--- config.mk ---
export PLATFORM = sky130hd
export DESIGN_NAME = hex_probe_monitor
export DESIGN_NICKNAME = d
export VERILOG_FILES = /design/src/rtl/hex_probe_pkg.sv /design/src/rtl/key_debouncer.sv /design/src/rtl/hex_probe_monitor.sv
export SDC_FILE = /design/constraint.sdc
export NUM_CORES = 1
export LEC_CHECK = 0
export ABC_CLOCK_PERIOD_IN_PS = 3100
export BUFFER_PORTS_ARGS = -buffer_cell sky130_fd_sc_hd__buf_2
export CORE_UTILIZATION = 50
export CTS_BUF_LIST = sky130_fd_sc_hd__clkbuf_4 sky130_fd_sc_hd__clkbuf_8
export DETAILED_ROUTE_END_ITERATION = 7
export GPL_TIMING_DRIVEN = 1
export PLACE_DENSITY = 0.67
export SLEW_MARGIN = 20
export SYNTH_ARGS = -nofsm -noshare
export SYNTH_HDL_FRONTEND = slang
export SYNTH_HIERARCHICAL = 1
export SYNTH_SLANG_ARGS = --single-unit
export TNS_END_PERCENT = 20
--- constraint.sdc ---
create_clock -name Clock -period 3.1 [get_ports Clock]
set_input_delay 0 -clock Clock [delete_from_list [all_inputs] [get_ports Clock]]
set_output_delay 0 -clock Clock [all_outputs]
set_load 0.1 [all_outputs]
--- src/rtl/hex_probe_pkg.sv ---
// Purpose : shared constants and the active-low seven-segment encoder for the probe monitor.
// Latency : combinational helpers only.
// Backpress: none; pure definitions.
package hex_probe_pkg;

  localparam int         PAGE_W    = 8;
  localparam logic [6:0] SEG_BLANK = 7'h7F;
  localparam logic [6:0] SEG_F     = 7'h0E;

  // Segment order is {g,f,e,d,c,b,a}; a lit segment is driven 0.
  function automatic logic [6:0] hex_to_seg(input logic [3:0] nib);
    logic [6:0] seg;
    case (nib)
      4'h0:    seg = 7'h40;
      4'h1:    seg = 7'h79;
      4'h2:    seg = 7'h24;
      4'h3:    seg = 7'h30;
      4'h4:    seg = 7'h19;
      4'h5:    seg = 7'h12;
      4'h6:    seg = 7'h02;
      4'h7:    seg = 7'h78;
      4'h8:    seg = 7'h00;
      4'h9:    seg = 7'h10;
      4'hA:    seg = 7'h08;
      4'hB:    seg = 7'h03;
      4'hC:    seg = 7'h46;
      4'hD:    seg = 7'h21;
      4'hE:    seg = 7'h06;
      default: seg = 7'h0E;
    endcase
    return seg;
  endfunction

endpackage

--- src/rtl/key_debouncer.sv ---
// Purpose : synchronise and debounce one active-low push-button, emit a pulse on press.
// Latency : press pulse appears DEBOUNCE_CYCLES+2 cycles after the key goes low and stays low.
// Backpress: none; the raw key is sampled every cycle.
//
// Ports: clk/rst (sync, active-high), key_n raw active-low button,
//        press one-cycle pulse on the debounced 1->0 transition.
module key_debouncer #(
  parameter int DEBOUNCE_CYCLES = 500000
) (
  input  logic clk,
  input  logic rst,
  input  logic key_n,
  output logic press
);

  localparam int            CW       = $clog2(DEBOUNCE_CYCLES + 1);
  localparam logic [CW-1:0] CNT_LAST = CW'(DEBOUNCE_CYCLES - 1);

  logic          sync1_q, sync1_d;
  logic          sync2_q, sync2_d;
  logic          stable_q, stable_d;
  logic          press_q, press_d;
  logic [CW-1:0] cnt_q, cnt_d;

  always_comb begin
    sync1_d  = key_n;
    sync2_d  = sync1_q;
    stable_d = stable_q;
    cnt_d    = '0;
    press_d  = 1'b0;
    if (sync2_q != stable_q) begin
      // The DEBOUNCE_CYCLES-th consecutive differing sample commits the new level.
      if (cnt_q == CNT_LAST) begin
        stable_d = sync2_q;
        press_d  = ~sync2_q;
      end else begin
        cnt_d = cnt_q + CW'(1);
      end
    end
  end

  always_ff @(posedge clk) begin
    if (rst) begin
      sync1_q  <= 1'b1;
      sync2_q  <= 1'b1;
      stable_q <= 1'b1;
      press_q  <= 1'b0;
      cnt_q    <= '0;
    end else begin
      sync1_q  <= sync1_d;
      sync2_q  <= sync2_d;
      stable_q <= stable_d;
      press_q  <= press_d;
      cnt_q    <= cnt_d;
    end
  end

  assign press = press_q;

endmodule

--- src/rtl/hex_probe_monitor.sv ---
// Purpose : page NUM_CH probe buses onto eight seven-segment digits with freeze and auto-scroll.
// Latency : hex registered, 1 cycle from probe/page/frozen; keys add debounce + 2 sync cycles.
// Backpress: none; probes are sampled every cycle, keys and auto_mode are level inputs.
//
// Ports: Clock, Reset (sync, active-high); probe channel k at [k*CH_W +: CH_W];
//        key_next_n / key_freeze_n raw active-low buttons; auto_mode scroll enable;
//        hex 8 active-low digits (digit d at [d*7 +: 7]); page selected channel; frozen.
module hex_probe_monitor
  import hex_probe_pkg::*;
#(
  parameter int NUM_CH          = 4,
  parameter int CH_W            = 16,
  parameter int DEBOUNCE_CYCLES = 500000,
  parameter int SCROLL_CYCLES   = 50000000
) (
  input  logic                   Clock,
  input  logic                   Reset,
  input  logic [NUM_CH*CH_W-1:0] probe,
  input  logic                   key_next_n,
  input  logic                   key_freeze_n,
  input  logic                   auto_mode,
  output logic [55:0]            hex,
  output logic [PAGE_W-1:0]      page,
  output logic                   frozen
);

  localparam int                TW        = $clog2(SCROLL_CYCLES);
  localparam logic [TW-1:0]     TMR_LAST  = TW'(SCROLL_CYCLES - 1);
  localparam logic [PAGE_W-1:0] LAST_PAGE = PAGE_W'(NUM_CH - 1);

  logic next_press;
  logic frz_press;

  key_debouncer #(.DEBOUNCE_CYCLES(DEBOUNCE_CYCLES)) u_dbnc_next (
    .clk   (Clock),
    .rst   (Reset),
    .key_n (key_next_n),
    .press (next_press)
  );

  key_debouncer #(.DEBOUNCE_CYCLES(DEBOUNCE_CYCLES)) u_dbnc_frz (
    .clk   (Clock),
    .rst   (Reset),
    .key_n (key_freeze_n),
    .press (frz_press)
  );

  logic                   auto1_q, auto1_d;
  logic                   auto2_q, auto2_d;
  logic [TW-1:0]          tmr_q, tmr_d;
  logic [PAGE_W-1:0]      page_q, page_d;
  logic                   frozen_q, frozen_d;
  logic [NUM_CH*CH_W-1:0] snap_q, snap_d;
  logic [55:0]            hex_q, hex_d;

  logic                   expire;
  logic                   advance;
  logic [NUM_CH*CH_W-1:0] src;
  logic [15:0]            chan_val;

  // Paging, scroll timer and freeze control.
  always_comb begin
    auto1_d  = auto_mode;
    auto2_d  = auto1_q;
    expire   = auto2_q && (tmr_q == TMR_LAST);
    // A coincident key press and expiry collapse into one advance.
    advance  = next_press || expire;

    tmr_d = tmr_q + TW'(1);
    if (!auto2_q || advance) begin
      tmr_d = '0;
    end

    page_d = page_q;
    if (advance) begin
      page_d = (page_q == LAST_PAGE) ? '0 : page_q + PAGE_W'(1);
    end

    frozen_d = frozen_q;
    snap_d   = snap_q;
    if (frz_press) begin
      frozen_d = ~frozen_q;
      if (!frozen_q) begin
        snap_d = probe;
      end
    end
  end

  // Display source and segment image, built from the current registered state.
  always_comb begin
    src      = frozen_q ? snap_q : probe;
    chan_val = '0;
    for (int k = 0; k < NUM_CH; k++) begin
      if (page_q == PAGE_W'(k)) begin
        chan_val = 16'(src[k*CH_W +: CH_W]);
      end
    end
    hex_d = {hex_to_seg(page_q[7:4]),
             hex_to_seg(page_q[3:0]),
             frozen_q ? SEG_F : SEG_BLANK,
             SEG_BLANK,
             hex_to_seg(chan_val[15:12]),
             hex_to_seg(chan_val[11:8]),
             hex_to_seg(chan_val[7:4]),
             hex_to_seg(chan_val[3:0])};
  end

  always_ff @(posedge Clock) begin
    if (Reset) begin
      auto1_q  <= 1'b0;
      auto2_q  <= 1'b0;
      tmr_q    <= '0;
      page_q   <= '0;
      frozen_q <= 1'b0;
      snap_q   <= '0;
      hex_q    <= '1;
    end else begin
      auto1_q  <= auto1_d;
      auto2_q  <= auto2_d;
      tmr_q    <= tmr_d;
      page_q   <= page_d;
      frozen_q <= frozen_d;
      snap_q   <= snap_d;
      hex_q    <= hex_d;
    end
  end

  assign hex    = hex_q;
  assign page   = page_q;
  assign frozen = frozen_q;

endmodule

**Yosys cells after proc, flatten, opt, wreduce, memory -nomap -nowiden**

Memories as Yosys holds them, arrays and structs flattened. A register that Yosys moved wholly into a read port is not among the register bits.
Index checks and enable logic that the tools add are counted.
Widths: inputs -> output; s select.

- Add/subtract/negate cells: 4
- Multiply operators: 0
- Div/mod/pow operators: 0
- Magnitude comparators: 0
- Equality and inequality tests: 8
- Shift-type cells: 0
- Multiplexer cells: 7
- Bitwise logic cells: 7
- Reduce and logical (&&, ||, !) cells: 12

Operators by type and width:

| operator | count |
|---|---|
| $mux 16 | 4 |
| $mux 64 | 1 |
| $add 19x1->19 const B | 2 |
| $eq 19x19->1 const B | 2 |
| $add 26x1->26 const B | 1 |
| $eq 26x26->1 const B | 1 |
| $eq 8x2->1 const B | 2 |
| $reduce_or 3->1 | 4 |
| $add 8x1->8 const B | 1 |
| $eq 8x1->1 const B | 1 |
| $logic_not 8->1 | 1 |
| $mux 8 | 1 |
| $mux 7 | 1 |
| $not 1->1 | 7 |
| $reduce_and 2->1 | 2 |
| $logic_or 1x1->1 | 2 |
| $ne 1x1->1 | 2 |
| $reduce_or 2->1 | 1 |
| $logic_and 1x1->1 | 1 |
| $logic_not 1->1 | 1 |

- Register bits: 203
- Latch bits: 0
- Memory bits (writable): 0
- ROM bits: 672
- Bits of input ports: 69
- Output and inout port bits: 65
- Logic and storage cells: 62
- Memories: 6

Memory list:

| memory | words | width | read ports | clocked after Yosys merged registers in | write ports | RTL line | text |
|---|---|---|---|---|---|---|---|
| (name not given) | 16 | 7 | 1 | 1 | 0 | hex_probe_pkg.sv:13 | `case (nib)` |
| (name not given) | 16 | 7 | 1 | 1 | 0 | hex_probe_pkg.sv:13 |  |
| (name not given) | 16 | 7 | 1 | 1 | 0 | hex_probe_pkg.sv:13 |  |
| (name not given) | 16 | 7 | 1 | 1 | 0 | hex_probe_pkg.sv:13 |  |
| (name not given) | 16 | 7 | 1 | 1 | 0 | hex_probe_pkg.sv:13 |  |
| (name not given) | 16 | 7 | 1 | 1 | 0 | hex_probe_pkg.sv:13 |  |

**Longest topological paths before layout**

Gate-level depths: netlist (run 1).

- Depth in word-level cells: 5
- Mapped depth: 14
- Depth with buffers taken out: 12

**By module**

Netlist (run 1), hierarchy kept.

Modules (own cells, without submodules):

| module | instances | cells an instance | area each (um^2) |
|---|---|---|---|
| hex_probe_monitor | 1 | 886 | 7472.2 |
| key_debouncer | 2 | 114 | 1002.2 |

**Worst setup path after synthesis (run 1)**

OpenSTA, ideal clock, no wires.

- Path kind: register -> register
- Start point: register page_q[0] (netlist: page[0])
- End point: register hex_q[19] (netlist: hex[19])
- Data arrival time: 3.363 ns
- Data required time: 2.961 ns
- Slack: -0.402 ns
- Cell stages (with the launch flop): 13
- Clock period less this slack: 3.502 ns
- Cells stage by stage: dfxtp_1 inv_1 ha_1 buf_2 or2_2 o32ai_1 a221oi_1 nor2_1 inv_1 ha_1 mux2_2 nand2_1 o211ai_1

- Word-level cells in the longest chain between the ends: 5
- Elaborated cells on any way between the ends: 8

Ends and longest elaborated chain:

| what | RTL line | text |
|---|---|---|
| start, declared | hex_probe_monitor.sv:51 | `logic [PAGE_W-1:0] page_q, page_d;` |
| start signal, assigned | hex_probe_monitor.sv:121 | `page_q <= page_d;` |
| $logic_not 8->1 | hex_probe_monitor.sv:94 | `if (page_q == PAGE_W'(k)) begin` |
| $mux 16 (3 in series) | hex_probe_monitor.sv:94 |  |
| $mux 16 (*) | hex_probe_monitor.sv:94 |  |
| end, declared | hex_probe_monitor.sv:54 | `logic [55:0] hex_q, hex_d;` |

Every way passes the cells marked *; elsewhere a longest branch is shown, timed or not.
A chain may end at the register's enable or synchronous reset.

**Worst setup path in the final report (run 1)**

- Start point: register page_q[1] (netlist: page[1])
- End point: register hex_q[11] (netlist: hex[11])

The elaborated chain is that of the path after synthesis.

==> flow_summary.toml, run 1 <==
[worst_setup_path]
crit_path_end = "hex[11]$_SDFF_PP1_"
cp-start-kind = "flip-flop"
worst-r2r-setup-slack_ps = 230
critPathMaxFanout = 9
critPathTopFamily = "simple AND/OR/NAND/NOR gates"
cpPeakStageDelay_ps = 400
critPathLaunch = "page[1]$_SDFFE_PP0P_"
r2r_start = "page[1]$_SDFFE_PP0P_"
crit_chain = "inv_1, ha_1, nand2b_1, buf_4, o221ai_1, nand3_1, mux2_4, a211o_1"
crit_slowest_cell = "dfxtp_2"
cp.arrival_ps = 3210
reg2reg_depth = 8
worstSetupEndpointType = "flip-flop"
critical_path_class = "flip-flop to flip-flop"
cp_num_buf_inv = 2
path_depth = 8
reg2reg_to = "hex[11]$_SDFF_PP1_"
crit_required_ps = 3440

[timing]
tightest_slew_ps = 794
finalMaxSlewViolations = 0
tns_ps = 0
rsz0062_at_grt = "false"
hold_viol = 0
finalCritPeriodShare_pct = 92.5
clock.fmax_mhz = 349
relSlewSlack_pct = 47.1
final.setup_skew_ps = 22.5
fin_crit_ps = 2870
setup_violations = 0

[placement]
hpwl_microns = 15800
gp_congestion = 0.839
port_buffers = 123

[routing]
firstDrtPassIters = 5
wl_per_cell_microns = 15.4
vias_per_cell = 5.39
drt_wl_total_microns = 23700
vias = 8293
detail_route.iter0.violations = 542
route.detailed.drc = 0
postRouteAntennaNets = 0

[synthesis]
syn_area_sq_um = 9480
synth_top_flop_cell = "dfxtp_1"
async_flop_share_pct = 0
synth_edf_count = 0
syn_inst = 1114
yosysSeqAreaShare_pct = 40.1
synth-warning-count = 48
yosys.cell_types.count = 61
ys_ff_latch = 190
synth.avg_cell_area_sq_um = 8.51

[floorplanning]
start_util_pct = 51.9
core-area_sq_um = 18300
dieArea_sq_um = 19500
pin_count = 134
die_height_microns = 140
rows = 49
die_width_microns = 140

[cts]
cts_num_sinks = 190
cts.clk_slew.worst_paths_ps = 90
cts_tree = "yes"
numCtsBuffers = 17
clk_path_buf_depth = 2
cts_htree_levels = 4
worstSkewPairLatency_ps = 470
root_buffer = "clkbuf_8"

[layout]
layout_common_cells = "nand2_1, dfxtp_1, buf_2"
final_nets = 1405
final_layout_size_suffix_gt1_share_pct = 16.2
synthToLayoutAreaGrowth_pct = 21.8
antenna_cells = 0
final_util_pct = 63.2

[global_route]
antenna_found_initial = 0
grt_first_pass_wirelength_microns = 37900
grt_max_degree = 65
grt_pass1_vias = 7496
gr-total-overflow = 0
track_usage_pct = 24.4

[hold_path]
worstHoldPathCells = 3
min_path_type = "input port to flip-flop"

[power_and_ir_drop]
switchingPower_mw = 1.46
intPower_mw = 3.80
p_leak_nw = 4.20
clkPwrFrac_pct = 38.2
swShare_pct = 27.8
powerDensity_nw_per_um2 = 456
ir_worst_vdd_v = 0.000401
combPwrFrac_pct = 14.3
seqPwrFrac_pct = 47.5

[status]
status = "complete, no violations"

[flow_run]
cap_violations = 0
-- cell usage after synthesis (all sizes together) (2+ instances only) --
cell,count,area share (%)
a211o,2,0.18
a211oi,3,0.24
a21oi,88,4.6
a221o,3,0.32
a221oi,2,0.25
a22oi,11,0.87
a31oi,8,0.53
and2,6,0.40
and3,14,0.92
and4,5,0.46
buf,44,3.4
clkbuf,31,1.2
dfxtp,190,40
ha,38,5.0
inv,37,1.5
mux2,10,1.3
mux2i,74,7.8
nand2,187,7.4
nand2b,11,0.73
nand3,33,1.7
nand3b,3,0.24
nand4,12,0.79
nand4b,2,0.18
nor2,96,3.8
nor2b,6,0.40
nor3,18,0.95
nor4,10,0.66
o211ai,14,1.1
o21a,3,0.24
o21ai,27,1.7
o221ai,17,1.6
o22ai,4,0.26
o2bb2ai,2,0.18
o311ai,4,0.37
o31ai,2,0.16
o32ai,2,0.18
or2,9,0.59
or3,9,0.59
or4,8,0.71
or4b,4,0.42
xnor2,37,3.4
xor2,19,1.8
-- timing repair --
| item | in CTS | in global routing |
|---|---|---|
| hold buffers | 81 | 0 |
| hold endpoints to repair | 70 | 0 |
| endpoints found under the setup margin | 0 | 4 |
| resized for setup | 0 | 1 |
| setup buffers | 0 | 2 |
-- logic make-up (layout without fill, tap and decap cells) --
logic type / count (synthesis) / after routing / share of synthesized area, %
other: 1 / 10 / 0.0396
muxes: 84 / 84 / 9.08
adders and majority gates: 38 / 38 / 5.02
AOI/OAI and AO/OA: 197 / 197 / 13.2
and+or+nand+nor: 435 / 435 / 21.2
DFF: 190 / 190 / 40.1
xor gates and xnor gates: 56 / 56 / 5.18
buffers and inverters: 113 / 301 / 6.10
-- layout make-up --
type                            instances  area, sq um
Fill cell                            1651         6730
Multi-Input combinational cell        820         5140
Sequential cell                       190         3810
Timing Repair Buffer                  231         1660
Tap cell                              229          287
Clock buffer                           20          275
Clock inverter                         12          230
Inverter                               38          143
-- state kept, by name, summed over array words and instances (netlist names), 8 cells and up --
register,cells
snap_q,64
hex,43
tmr_q,26
u_dbnc_frz/cnt_q,19
u_dbnc_next/cnt_q,19
page,8
-- per-stage QoR --
| stage | hold WS [ps] | power (mW) | worst slack, ps | instances | cell area (sq um) |
|---|---|---|---|---|---|
| 6_report | 276 | 5.26 | 233 | 1540 | 11500 |
| 3_5_place_dp | 208 | 3.23 | 145 | 1425 | 10200 |
| 2_1_floorplan | 104 | 3.08 | 9.74 | 1123 | 9510 |
| 4_1_cts | 259 | 5.29 | 128 | 1538 | 11500 |
| 5_1_grt | 254 | 5.45 | 13.6 | 1540 | 11500 |
| 3_3_place_gp | 208 | 3.23 | 298 | 1425 | 10200 |
-- layer usage --
| metal | global-route usage (%) | part of all wire, % | vias to the layer above |
|---|---|---|---|
| li1 | - | - | 4186 |
| met1 | 33.6 | 48 | 3855 |
| met2 | 38.9 | 45 | 218 |
| met3 | 3.99 | 4.7 | 34 |
| met4 | 7.63 | 2.0 | 0 |
| met5 | 0 | 0 | - |
-- power by group through the flow --
stage	registers, mW	clock network [mW]	logic (mW)
after floorplan	2.84	0	0.242
after global placement	2.56	0	0.672
after global routing	2.50	2.16	0.786
after CTS	2.50	2.05	0.741
after detailed placement	2.56	0	0.675
final	2.50	2.01	0.752
-- worst min-delay path, delay by kind of cell --
kind | cells | cell delay [ps]
buffers and inverters | 2 | 620
AND/OR/NAND/NOR | 1 | 90
-- worst min-delay path by stage --
stage / start / to
2_1_floorplan: key_freeze_n / u_dbnc_frz/sync1_q$_SDFF_PP1_
3_3_place_gp: key_freeze_n / u_dbnc_frz/sync1_q$_SDFF_PP1_
3_5_place_dp: key_freeze_n / u_dbnc_frz/sync1_q$_SDFF_PP1_
4_1_cts: key_freeze_n / u_dbnc_frz/sync1_q$_SDFF_PP1_
5_1_grt: key_freeze_n / u_dbnc_frz/sync1_q$_SDFF_PP1_
6_report: key_freeze_n / u_dbnc_frz/sync1_q$_SDFF_PP1_
(Power assumes the default switching activity.)
==> run 2, diff against run 1 <==
RECOVER_POWER = 100   (was not set)
==> run 2 against run 1 <==
  * Maximum frequency up 0.15%
  * Final area down 1.1%
  * Worst setup slack better by 4.3 ps
  * Critical path depth up 1
  * Cell count unchanged
  * Critical path type unchanged
  * Largest power group unchanged
==> flow_summary.toml, run 2 (synthesized netlist as in run 1, its figures left out) <==
[status]
status = "complete, no violations"

[timing]
final.setup_skew_ps = 20.5
relSlewSlack_pct = 10.3
whs_ps = 275
tns_ps = 0
finalMaxSlewViolations = 0
hold_viol = 0
rsz0062_at_grt = "false"
tightest_slew_ps = 1350
clock.fmax_mhz = 349
setup_violations = 0
fin_crit_ps = 2860
finalCritPeriodShare_pct = 92.3

[routing]
postRouteAntennaNets = 0
firstDrtPassIters = 7
route.detailed.drc = 0
wl_per_cell_microns = 15.5
vias_per_cell = 5.40
drt_wl_total_microns = 23800
detail_route.iter0.violations = 572
vias = 8322

[placement]
hpwl_microns = 15800
dp.cells = 1425
port_buffers = 123
gp_congestion = 0.839

[cts]
cts.clk_slew.worst_paths_ps = 90
cts_tree = "yes"
clk_path_buf_depth = 2
cts_num_sinks = 190
numCtsBuffers = 17
worstSkewPairLatency_ps = 470
cts_htree_levels = 4
root_buffer = "clkbuf_8"

[layout]
synthToLayoutAreaGrowth_pct = 20.5
regMostFlops = "snap_q"
final_nets = 1405
antenna_cells = 0
layout_common_cells = "nand2_1, dfxtp_1, nor2_1"
final_layout_size_suffix_gt1_share_pct = 11.6
instances_no_fill = 1540
largest_reg_flops = 64
final_util_pct = 62.5

[power_and_ir_drop]
combPwrFrac_pct = 14.1
powerDensity_nw_per_um2 = 460
intPower_mw = 3.79
switchingPower_mw = 1.46
clkPwrFrac_pct = 38.3
swShare_pct = 27.8
ir_worst_vdd_v = 0.000401
p_leak_nw = 4.04
seqPwrFrac_pct = 47.6

[global_route]
grt_pass1_vias = 7496
track_usage_pct = 24.4
gr-total-overflow = 0
antenna_found_initial = 0
grt_max_degree = 65
grt_first_pass_wirelength_microns = 37900

[worst_setup_path]
crit_required_ps = 3390
crit_chain = "inv_1, ha_1, nand2b_1, clkbuf_2, o221ai_1, and3_1, mux2_2, nand2_1, o311ai_0"
worstSetupEndpointType = "flip-flop"
critical_path_class = "flip-flop to flip-flop"
crit_slowest_cell = "and3_1"
cp.arrival_ps = 3160
cpPeakStageDelay_ps = 550
critPathMaxFanout = 14
cp-start-kind = "flip-flop"

[floorplanning]
die_width_microns = 140
pin_count = 134
dieArea_sq_um = 19500
start_util_pct = 51.9
die_height_microns = 140
rows = 49
core-area_sq_um = 18300

[hold_path]
min_path_type = "input port to flip-flop"

[flow_run]
cap_violations = 0
-- run 2: changes by cell type in the layout (fill, tap and decap cells not counted), sizes merged --
cell    delta
clkbuf    +60
buf       -60
-- run 2: routing by layer --
metal  global-route usage (%)  wire, microns  vias up
met1                     33.6          11300     3868
met4                     7.63            509        0
met5                        0              0        -
met2                     38.9          10700      236
li1                         -              -     4184
met3                     3.99           1260       34
-- run 2: repair_timing --
item                                   in CTS  in global routing
resized for setup                           0                  1
setup endpoints to repair                   0                  4
hold buffers                               81                  0
endpoints found under the hold margin      70                  0
setup buffers                               0                  2
-- run 2: power groups by stage --
stage	clock (mW)	sequential [mW]	combinational, mW
CTS	2.05	2.50	0.741
finish	2.01	2.50	0.739
global route	2.16	2.50	0.773
global placement	0	2.56	0.672
floorplan	0	2.84	0.242
detailed placement	0	2.56	0.675
-- run 2: critical path: cells and delay by family, from the launching register on --
kind	cells	cell delay, ps
flops	1	400
buf+inv	2	380
mux	1	400
compound gates	2	390
fa+ha+maj	1	220
simple gates	3	920
-- run 2: area by class of cell --
cell class / count / area [sq um]
clock inverters: 12 / 230
well taps: 229 / 287
clock buffers: 20 / 275
repair buffers: 231 / 1560
multi-input cells: 820 / 5110
flip-flops and latches: 190 / 3810
fillers: 1684 / 6850
inverters: 38 / 143
-- run 2: final timing paths --
kind                                  startpoint                        endpoint  slack [ps]  cells after the start
setup reg to reg            page[1]$_SDFFE_PP0P_               hex[5]$_SDFF_PP1_         240                      9
setup / recovery            page[1]$_SDFFE_PP0P_               hex[5]$_SDFF_PP1_         240                      9
hold reg to reg   u_dbnc_next/sync1_q$_SDFF_PP1_  u_dbnc_next/sync2_q$_SDFF_PP1_         410                      1
hold / removal                      key_freeze_n   u_dbnc_frz/sync1_q$_SDFF_PP1_         270                      3
-- run 2: stage by stage --
step	power (mW)	worst slack, ps	cell area [sq um]
CTS	5.29	128	11500
global placement	3.23	298	10200
detailed placement	3.23	145	10200
floorplan	3.08	9.74	9510
finish	5.25	238	11400
global route	5.44	13.8	11400
